## src/rtl/axis_accum_adder.sv

```systemverilog
// AXI-Stream packet accumulator: sums the low DATA_WIDTH bits of every accepted beat and,
// on tlast, returns a single {overflow, beat_count, sum} result beat addressed to the packet source.
module axis_accum_adder #(
  parameter int          DATA_WIDTH = 128,
  parameter int          CNT_WIDTH  = 16,
  parameter int          AXIS_DATAW = 512,
  parameter int          AXIS_DESTW = 12,
  parameter int          AXIS_USERW = 12,
  parameter int          AXIS_IDW   = 8,
  parameter int unsigned SRC_ADDR   = 0
) (
  input  logic                    clk,
  input  logic                    rst,

  input  logic                    axis_in_tvalid,
  output logic                    axis_in_tready,
  input  logic [AXIS_DATAW-1:0]   axis_in_tdata,
  input  logic                    axis_in_tlast,
  input  logic [AXIS_USERW-1:0]   axis_in_tuser,

  output logic                    axis_out_tvalid,
  input  logic                    axis_out_tready,
  output logic [AXIS_DATAW-1:0]   axis_out_tdata,
  output logic                    axis_out_tlast,
  output logic [AXIS_DESTW-1:0]   axis_out_tdest,
  output logic [AXIS_USERW-1:0]   axis_out_tuser,
  output logic [AXIS_IDW-1:0]     axis_out_tid,
  output logic [AXIS_DATAW/8-1:0] axis_out_tstrb,
  output logic [AXIS_DATAW/8-1:0] axis_out_tkeep,

  output logic [31:0]             pkt_done_count
);

  typedef enum logic {
    ACCUM = 1'b0,
    SEND  = 1'b1
  } state_t;

  state_t                  state_q;
  logic [DATA_WIDTH-1:0]   sum_q;
  logic [CNT_WIDTH-1:0]    cnt_q;
  logic                    ovf_q;
  logic [AXIS_DATAW-1:0]   out_data_q;
  logic [AXIS_DESTW-1:0]   out_dest_q;
  logic [31:0]             pkt_done_q;

  logic [DATA_WIDTH:0]     add_full;
  logic [CNT_WIDTH-1:0]    cnt_inc;
  logic                    ovf_inc;
  logic [AXIS_DATAW-1:0]   result;

  // Payload bits above DATA_WIDTH are intentionally ignored.
  logic unused_tdata;
  assign unused_tdata = ^axis_in_tdata[AXIS_DATAW-1:DATA_WIDTH];

  // Running values as they would be after accepting the current input beat.
  always_comb begin
    // NOTE: every signal written here gets a default first so no latch can be inferred.
    result   = '0;
    add_full = {1'b0, sum_q} + {1'b0, axis_in_tdata[DATA_WIDTH-1:0]};
    cnt_inc  = (cnt_q == '1) ? cnt_q : cnt_q + CNT_WIDTH'(1);
    ovf_inc  = ovf_q | add_full[DATA_WIDTH];
    result[DATA_WIDTH-1:0]              = add_full[DATA_WIDTH-1:0];
    result[DATA_WIDTH +: CNT_WIDTH]     = cnt_inc;
    result[DATA_WIDTH + CNT_WIDTH]      = ovf_inc;
  end

  // NOTE: sequential state uses non-blocking assignments only, so every register samples pre-edge values.
  always_ff @(posedge clk or negedge rst) begin
    if (!rst) begin
      state_q    <= ACCUM;
      sum_q      <= '0;
      cnt_q      <= '0;
      ovf_q      <= 1'b0;
      out_data_q <= '0;
      out_dest_q <= '0;
      pkt_done_q <= '0;
    end else begin
      case (state_q)
        ACCUM: begin
          // tready is unconditionally high in ACCUM, so tvalid alone marks an accepted beat.
          if (axis_in_tvalid) begin
            sum_q <= add_full[DATA_WIDTH-1:0];
            cnt_q <= cnt_inc;
            ovf_q <= ovf_inc;
            if (axis_in_tlast) begin
              out_data_q <= result;
              out_dest_q <= AXIS_DESTW'(axis_in_tuser);
              state_q    <= SEND;
            end
          end
        end
        SEND: begin
          if (axis_out_tready) begin
            sum_q      <= '0;
            cnt_q      <= '0;
            ovf_q      <= 1'b0;
            pkt_done_q <= pkt_done_q + 32'd1;
            state_q    <= ACCUM;
          end
        end
        default: state_q <= ACCUM;
      endcase
    end
  end

  // Handshake outputs depend on state only: no combinational input-to-output path.
  assign axis_in_tready  = (state_q == ACCUM);
  assign axis_out_tvalid = (state_q == SEND);
  assign axis_out_tdata  = out_data_q;
  assign axis_out_tlast  = 1'b1;
  assign axis_out_tdest  = out_dest_q;
  assign axis_out_tuser  = AXIS_USERW'(SRC_ADDR);
  assign axis_out_tid    = '0;
  assign axis_out_tstrb  = '0;
  assign axis_out_tkeep  = '0;
  assign pkt_done_count  = pkt_done_q;

endmodule

```

## config.mk

```make
export PLATFORM = sky130hd
export DESIGN_NAME = axis_accum_adder
export DESIGN_NICKNAME = d
export VERILOG_FILES = /design/src/rtl/axis_accum_adder.sv
export SDC_FILE = /design/constraint.sdc
export NUM_CORES = 1
export LEC_CHECK = 0
export ABC_CLOCK_PERIOD_IN_PS = 3500
export CORE_AREA = 2 2 485 487
export CTS_CLUSTER_DIAMETER = 30
export CTS_CLUSTER_SIZE = 30
export DETAILED_ROUTE_END_ITERATION = 7
export DIE_AREA = 0 0 487 489
export GPL_TIMING_DRIVEN = 0
export PLACE_DENSITY = 0.4
export SLEW_MARGIN = 20
export SYNTH_ARGS = -nofsm -noshare
export SYNTH_HDL_FRONTEND = slang
export SYNTH_SLANG_ARGS = --single-unit
export TNS_END_PERCENT = 50
```

## constraint.sdc

```tcl
create_clock -name clk -period 3.5 [get_ports clk]
set_clock_uncertainty 0.2 [all_clocks]
set_input_delay 0.7 -clock clk [delete_from_list [all_inputs] [get_ports clk]]
set_output_delay 0.7 -clock clk [all_outputs]
set_load 0.02 [all_outputs]
```

## After elaboration in Yosys (flattened, before gate mapping)

Cells that the tools add are included.

| cells by class | value |
|---|---|
| mux-type cells | 14 |
| bitwise gates (word level) | 2 |
| equal/unequal tests | 3 |
| reduce and logical (&&, ||, !) cells | 3 |
| add/subtract/negate cells | 3 |

Operator list:

| operator | number |
|---|---|
| 128-bit two-way mux | 2 |
| 128-bit one-hot mux with 2 select lines | 1 |
| 128-bit by 128-bit adder with 129-bit output | 1 |
| 16-bit two-way mux | 3 |
| 32-bit by 1-bit adder with 32-bit output, second input constant | 1 |
| 16-bit one-hot mux with 2 select lines | 1 |
| 16-bit by 1-bit adder with 16-bit output, second input constant | 1 |
| 16-bit equality test, second input constant | 1 |
| 1-bit two-way mux | 5 |
| 2-bit inequality test, second input constant | 2 |
| 1-bit one-hot mux with 2 select lines | 2 |
| 2-bit AND reduction | 2 |
| 3-bit AND reduction | 1 |
| 1-bit inverter | 1 |
| 1-bit OR | 1 |

| storage, ports and cells | value |
|---|---|
| output and inout bits | 707 |
| register bits | 335 |

## Longest topological paths before layout

| depth | value |
|---|---|
| depth after elaboration | 4 |
| gate-level depth with buffers | 14 |
| mapped depth without buffers | 14 |

## Worst setup path after synthesis

OpenSTA, ideal clock, no wires.

| timing path | value |
|---|---|
| path kind | input-to-reg |
| start point | input axis_in_tdata[0] |
| end point | register out_data_q[124] (netlist: axis_out_tdata[124]) |
| arrival time | 3.264 ns |
| data required time | 3.231 ns |
| stages on the path | 14 |
| slack | -0.033 ns |
| cells stage by stage | ha_1 inv_1 fa_1 nand2b_1 a21oi_1 o21ai_1 o211ai_2 a31oi_1 o21bai_2 a311oi_1 o21ai_1 a21oi_2 or4_1 nand3_1 |

| on the way | value |
|---|---|
| longest elaborated chain between the ends | 1 |

Ends and longest elaborated chain:

| what | line | RTL |
|---|---|---|
| from (decl) | 17 | `input logic [AXIS_DATAW-1:0] axis_in_tdata,` |
| 128-bit by 128-bit adder with 129-bit output | 60 | `add_full = {1'b0, sum_q} + {1'b0, axis_in_tdata[DATA_WIDTH-1:0]};` |
| to (signal assigned) | 87 | `out_data_q <= result;` |
| to (decl) | 43 | `logic [AXIS_DATAW-1:0] out_data_q;` |

Every way passes these cells.
A chain may end at the register's enable or synchronous reset.

## Final worst setup path

| timing path | value |
|---|---|
| start point | register sum_q[0] |
| end point | register out_data_q[124] (netlist: axis_out_tdata[124]) |

| on the way | value |
|---|---|
| longest elaborated chain between the ends | 1 |

Ends and longest elaborated chain:

| what | line | RTL |
|---|---|---|
| from (decl) | 40 | `logic [DATA_WIDTH-1:0] sum_q;` |
| from (signal assigned) | 83 | `sum_q <= add_full[DATA_WIDTH-1:0];` |
| 128-bit by 128-bit adder with 129-bit output | 60 |  |

Every way passes these cells.

==> impl_metrics.csv <==
group,metric,value,unit
routing,drtPass1Iterations,5,
routing,vias,24800,
layout,regArea,8380,um^2
worst_setup_path,cp_data_required_time,3.97,ns
sta,worstMarginPinSlew,1.09,ns
layout,area_growth_syn_to_layout,67.7,%
clock_tree,h-tree-depth,3,
worst_setup_path,path_class,"register to register",
global_route,grtUsageTotal,0.101,
clock_tree,cts_tree,"yes",
place,pre_cts_slack,-3.01,ns
yosys,syn_inst,3077,
worst_setup_path,crit_path_start_kind,"register",
clock_tree,cts_sinks,335,
sta,fin_ws,-0.273,ns
yosys,synth_cell_types,88,
yosys,synth_seq_area_share,0.336,
global_route,grt_pass1_wl,173,mm
global_route,globalRouteMet1Util,0.138,
yosys,yosysWarnings,0,
place,dpl.hpwl,104,mm
worst_hold_path,worstHoldStart,"axis_in_tdata[0]",
routing,drcViolationCount,0,
clock_tree,cts_buffers,103,
yosys,yosysTopAreaCell,"dfrtp_1",
worst_hold_path,hold_path_class,"primary input to register",
sta,rsz0062_at_grt,"true",
place,io_buffers,335,
yosys,ys_ff_latch,335,
worst_setup_path,rr_worst_depth,16,
routing,via_per_inst,3.40,
clock_tree,clockBufferDepth,3,
clock_tree,cts-root-buf,"clkbuf_16",
global_route,first_global_vias,23300,
floorplanning,die_h,489,um
yosys,synth.area.top_cells,"dfrtp_1 34%, buf_4 16%, nand2_1 8.0%",
power_and_ir_drop,peakVddDrop,0.000469,V
layout,final_cell_count_no_fill,7315,
flow_run,drv_cap,0,
sta,setup_violations,75,
floorplanning,rows,178,
global_route,grt_max_degree,84,
worst_setup_path,worstPathMaxFanout,5,
floorplanning,die_w,487,um
routing,drtIter0Drc,1382,
power_and_ir_drop,power.density,868,nW/um^2
sta,timing.hold.ws,0.250,ns
sta,max_freq,265,MHz
power_and_ir_drop,p_leak,18.3,nW
yosys,async_flop_share,1.00,
place,dpl.cell_count,6997,
global_route,busiest_layer,"met2",
worst_setup_path,r2r-end,"axis_out_tdata[124]$_DFFE_PN0P_",
floorplanning,start_util,0.107,
yosys,synth-main-ff-cell,"dfrtp_1",
global_route,use_met3,0.0370,
yosys,synth_edf_count,0,
worst_setup_path,endpoint,"axis_out_tdata[124]$_DFFE_PN0P_",
status,status,"finished with violations",
layout,multiInputGateArea,16600,um^2
global_route,overflow,0,
floorplanning,ioPinCount,1236,
routing,postRouteAntennaNets,0,
sta,fin_crit_sh,1.08,
status,violations,"setup timing",
worst_setup_path,rrSetupSlack,-0.27,ns
layout,drive_gt1_frac,0.283,
layout,fillCellCount,26200,
yosys,synth_top_area_share,0.336,
worst_setup_path,crit_start,"sum_q[0]$_DFFE_PN0P_",
yosys,avgSynthCellArea,8.11,um^2
sta,final-hold-violation-count,0,
layout,fin_util,0.179,
routing,wl,126,mm
clock_tree,clk_pin_slew,0.05,ns
global_route,antenna_found_initial,54,
sta,relSlewSlack,0.274,
worst_setup_path,crit_arrival,4.24,ns
layout,nets,4818,
worst_setup_path,rr_startpoint,"sum_q[0]$_DFFE_PN0P_",
sta,report.final.slew_viol_count,0,
worst_setup_path,cp-end-kind,"register",
global_route,grtUsageMet2,0.149,
floorplanning,core_area,234000,um^2
yosys,netlist_area,24900,um^2
routing,wl_per_cell,17.2,um
clock_tree,clock_latency,0.74,ns
place,gp_congestion,0.862,
sta,period_needed,3.77,ns
floorplanning,die_area,238000,um^2
-- cells in the final DEF (no fill, tap or decap), drive strengths merged, types with 7 or more instances in the layout --
cell type      netlist  routed
nand2              535     535
o221ai               8       8
clkinvlp             0       8
a31oi               17      17
clkdlybuf4s50        0     314
a21oi              231     231
a21boi              10      10
nor2               150     150
nand2b              11      11
and2                 9       9
nor4                11      11
xor2                68      68
nor3                42      42
o21bai              28      28
o21a                20      20
inv                 38      38
o31ai               15      15
clkbuf             104     234
o21ai              427     427
o211ai              12      12
a21o                31      31
dlymetal6s2s         0       8
nand3               28      28
nor2b                7       7
clkinv               0      27
or3                  7       7
xnor2               97      97
conb                 2     516
diode                0      16
dlygate4sd2          0      12
buf                533     667
nand4               74      74
a211oi               8       8
and3                15      15
dfrtp              335     335
bufinv               0      14
ha                 130     130
-- state kept, by name (all words and copies together), names as in the netlist --
signal           count
sum_q              128
axis_out_tvalid      1
axis_out_tdata     145
axis_out_tdest      12
ovf_q                1
pkt_done_count      32
cnt_q               16
-- layer usage --
layer | routed length (um) | vias to the layer above | part of all wire
met1 | 58300 | 11700 | 0.46
met4 | 3030 | 12 | 0.024
li1 | - | 11800 | -
met5 | 70 | - | 0.00056
met2 | 52200 | 1130 | 0.42
met3 | 12200 | 209 | 0.097
-- per-stage QoR --
step / total power, mW / setup TNS, ns / cell area (um^2)
floorplan: 15.6 / 0 / 26900
global placement: 22.2 / -5723.71 / 34100
detailed placement: 22.3 / -388.16 / 34400
CTS: 35.3 / -10.04 / 40700
global route: 38.6 / -18.02 / 41800
finish: 36.3 / -8.83 / 41800
-- synthesized netlist by cell type (20+ instances only) --
| library cell | n |
|---|---|
| nor2_1 | 150 |
| a21oi_1 | 228 |
| a21o_1 | 31 |
| nor3_1 | 42 |
| nand3_1 | 28 |
| buf_4 | 516 |
| inv_1 | 38 |
| clkbuf_1 | 102 |
| dfrtp_1 | 335 |
| xnor2_1 | 97 |
| o21ai_1 | 31 |
| ha_1 | 130 |
| nand2_1 | 533 |
| o21ai_0 | 393 |
| o21bai_1 | 27 |
| xor2_1 | 68 |
| o21a_1 | 20 |
| nand4_1 | 73 |
-- area by class of cell --
class / instances / share of cell area
flip-flops and latches: 335 / 0.200
clock inverters: 49 / 0.0188
repair buffers: 471 / 0.115
multi-input cells: 2581 / 0.396
plain buffers: 628 / 0.104
diodes: 16 / 0.000957
well taps: 3060 / 0.0915
clock buffers: 137 / 0.0697
inverters: 38 / 0.00341
-- where the power goes --
group / total, mW / switching, mW / internal (mW)
clock network: 9.85 / 3.02 / 6.83
logic: 20.1 / 12.3 / 7.83
registers: 6.34 / 0.980 / 5.36
total: 36.3 / 16.3 / 20.0
-- worst min-delay path by stage --
stage / to / slack, ns / cells after the start
floorplan: axis_out_tdata[0]$_DFFE_PN0P_ / 0.20 / 0
global placement: axis_out_tdest[1]$_DFFE_PN0P_ / 0.26 / 2
detailed placement: axis_out_tdata[141]$_DFFE_PN0P_ / 0.26 / 2
CTS: axis_out_tdata[0]$_DFFE_PN0P_ / 0.18 / 4
global route: axis_out_tdata[88]$_DFFE_PN0P_ / 0.23 / 2
finish: axis_out_tdata[0]$_DFFE_PN0P_ / 0.25 / 4
-- critical path, cell delays in order (launching register included) --
cell and delay (ns):
dfrtp_1 0.39, ha_4 0.16, inv_2 0.04, fa_2 0.38
nand2b_4 0.20, a21oi_4 0.21, o21ai_2 0.10, o211ai_2 0.28
a31oi_4 0.22, o21bai_4 0.18, buf_12 0.15, a311oi_4 0.11
buf_12 0.18, o21ai_4 0.22, a21oi_4 0.14, or4_1 0.48
nand3_1 0.08
-- cell families after synthesis --
family,synth area share
and+or+nand+nor,0.158
AOI/OAI and AO/OA,0.199
buffers and inverters,0.180
DFF,0.336
xor gates and xnor gates,0.0579
adders and majority gates,0.0660
muxes,0.00246
other,0.000301
-- repair_timing --
item / CTS / global route
endpoints found under the hold margin: 94 / 0
setup endpoints to repair: 205 / 147
hold buffers: 1 / 0
resized for setup: 408 / 203
pin swaps: 96 / 91
buffers inserted: 84 / 47
Note: power is estimated with default switching activity, not from simulation.
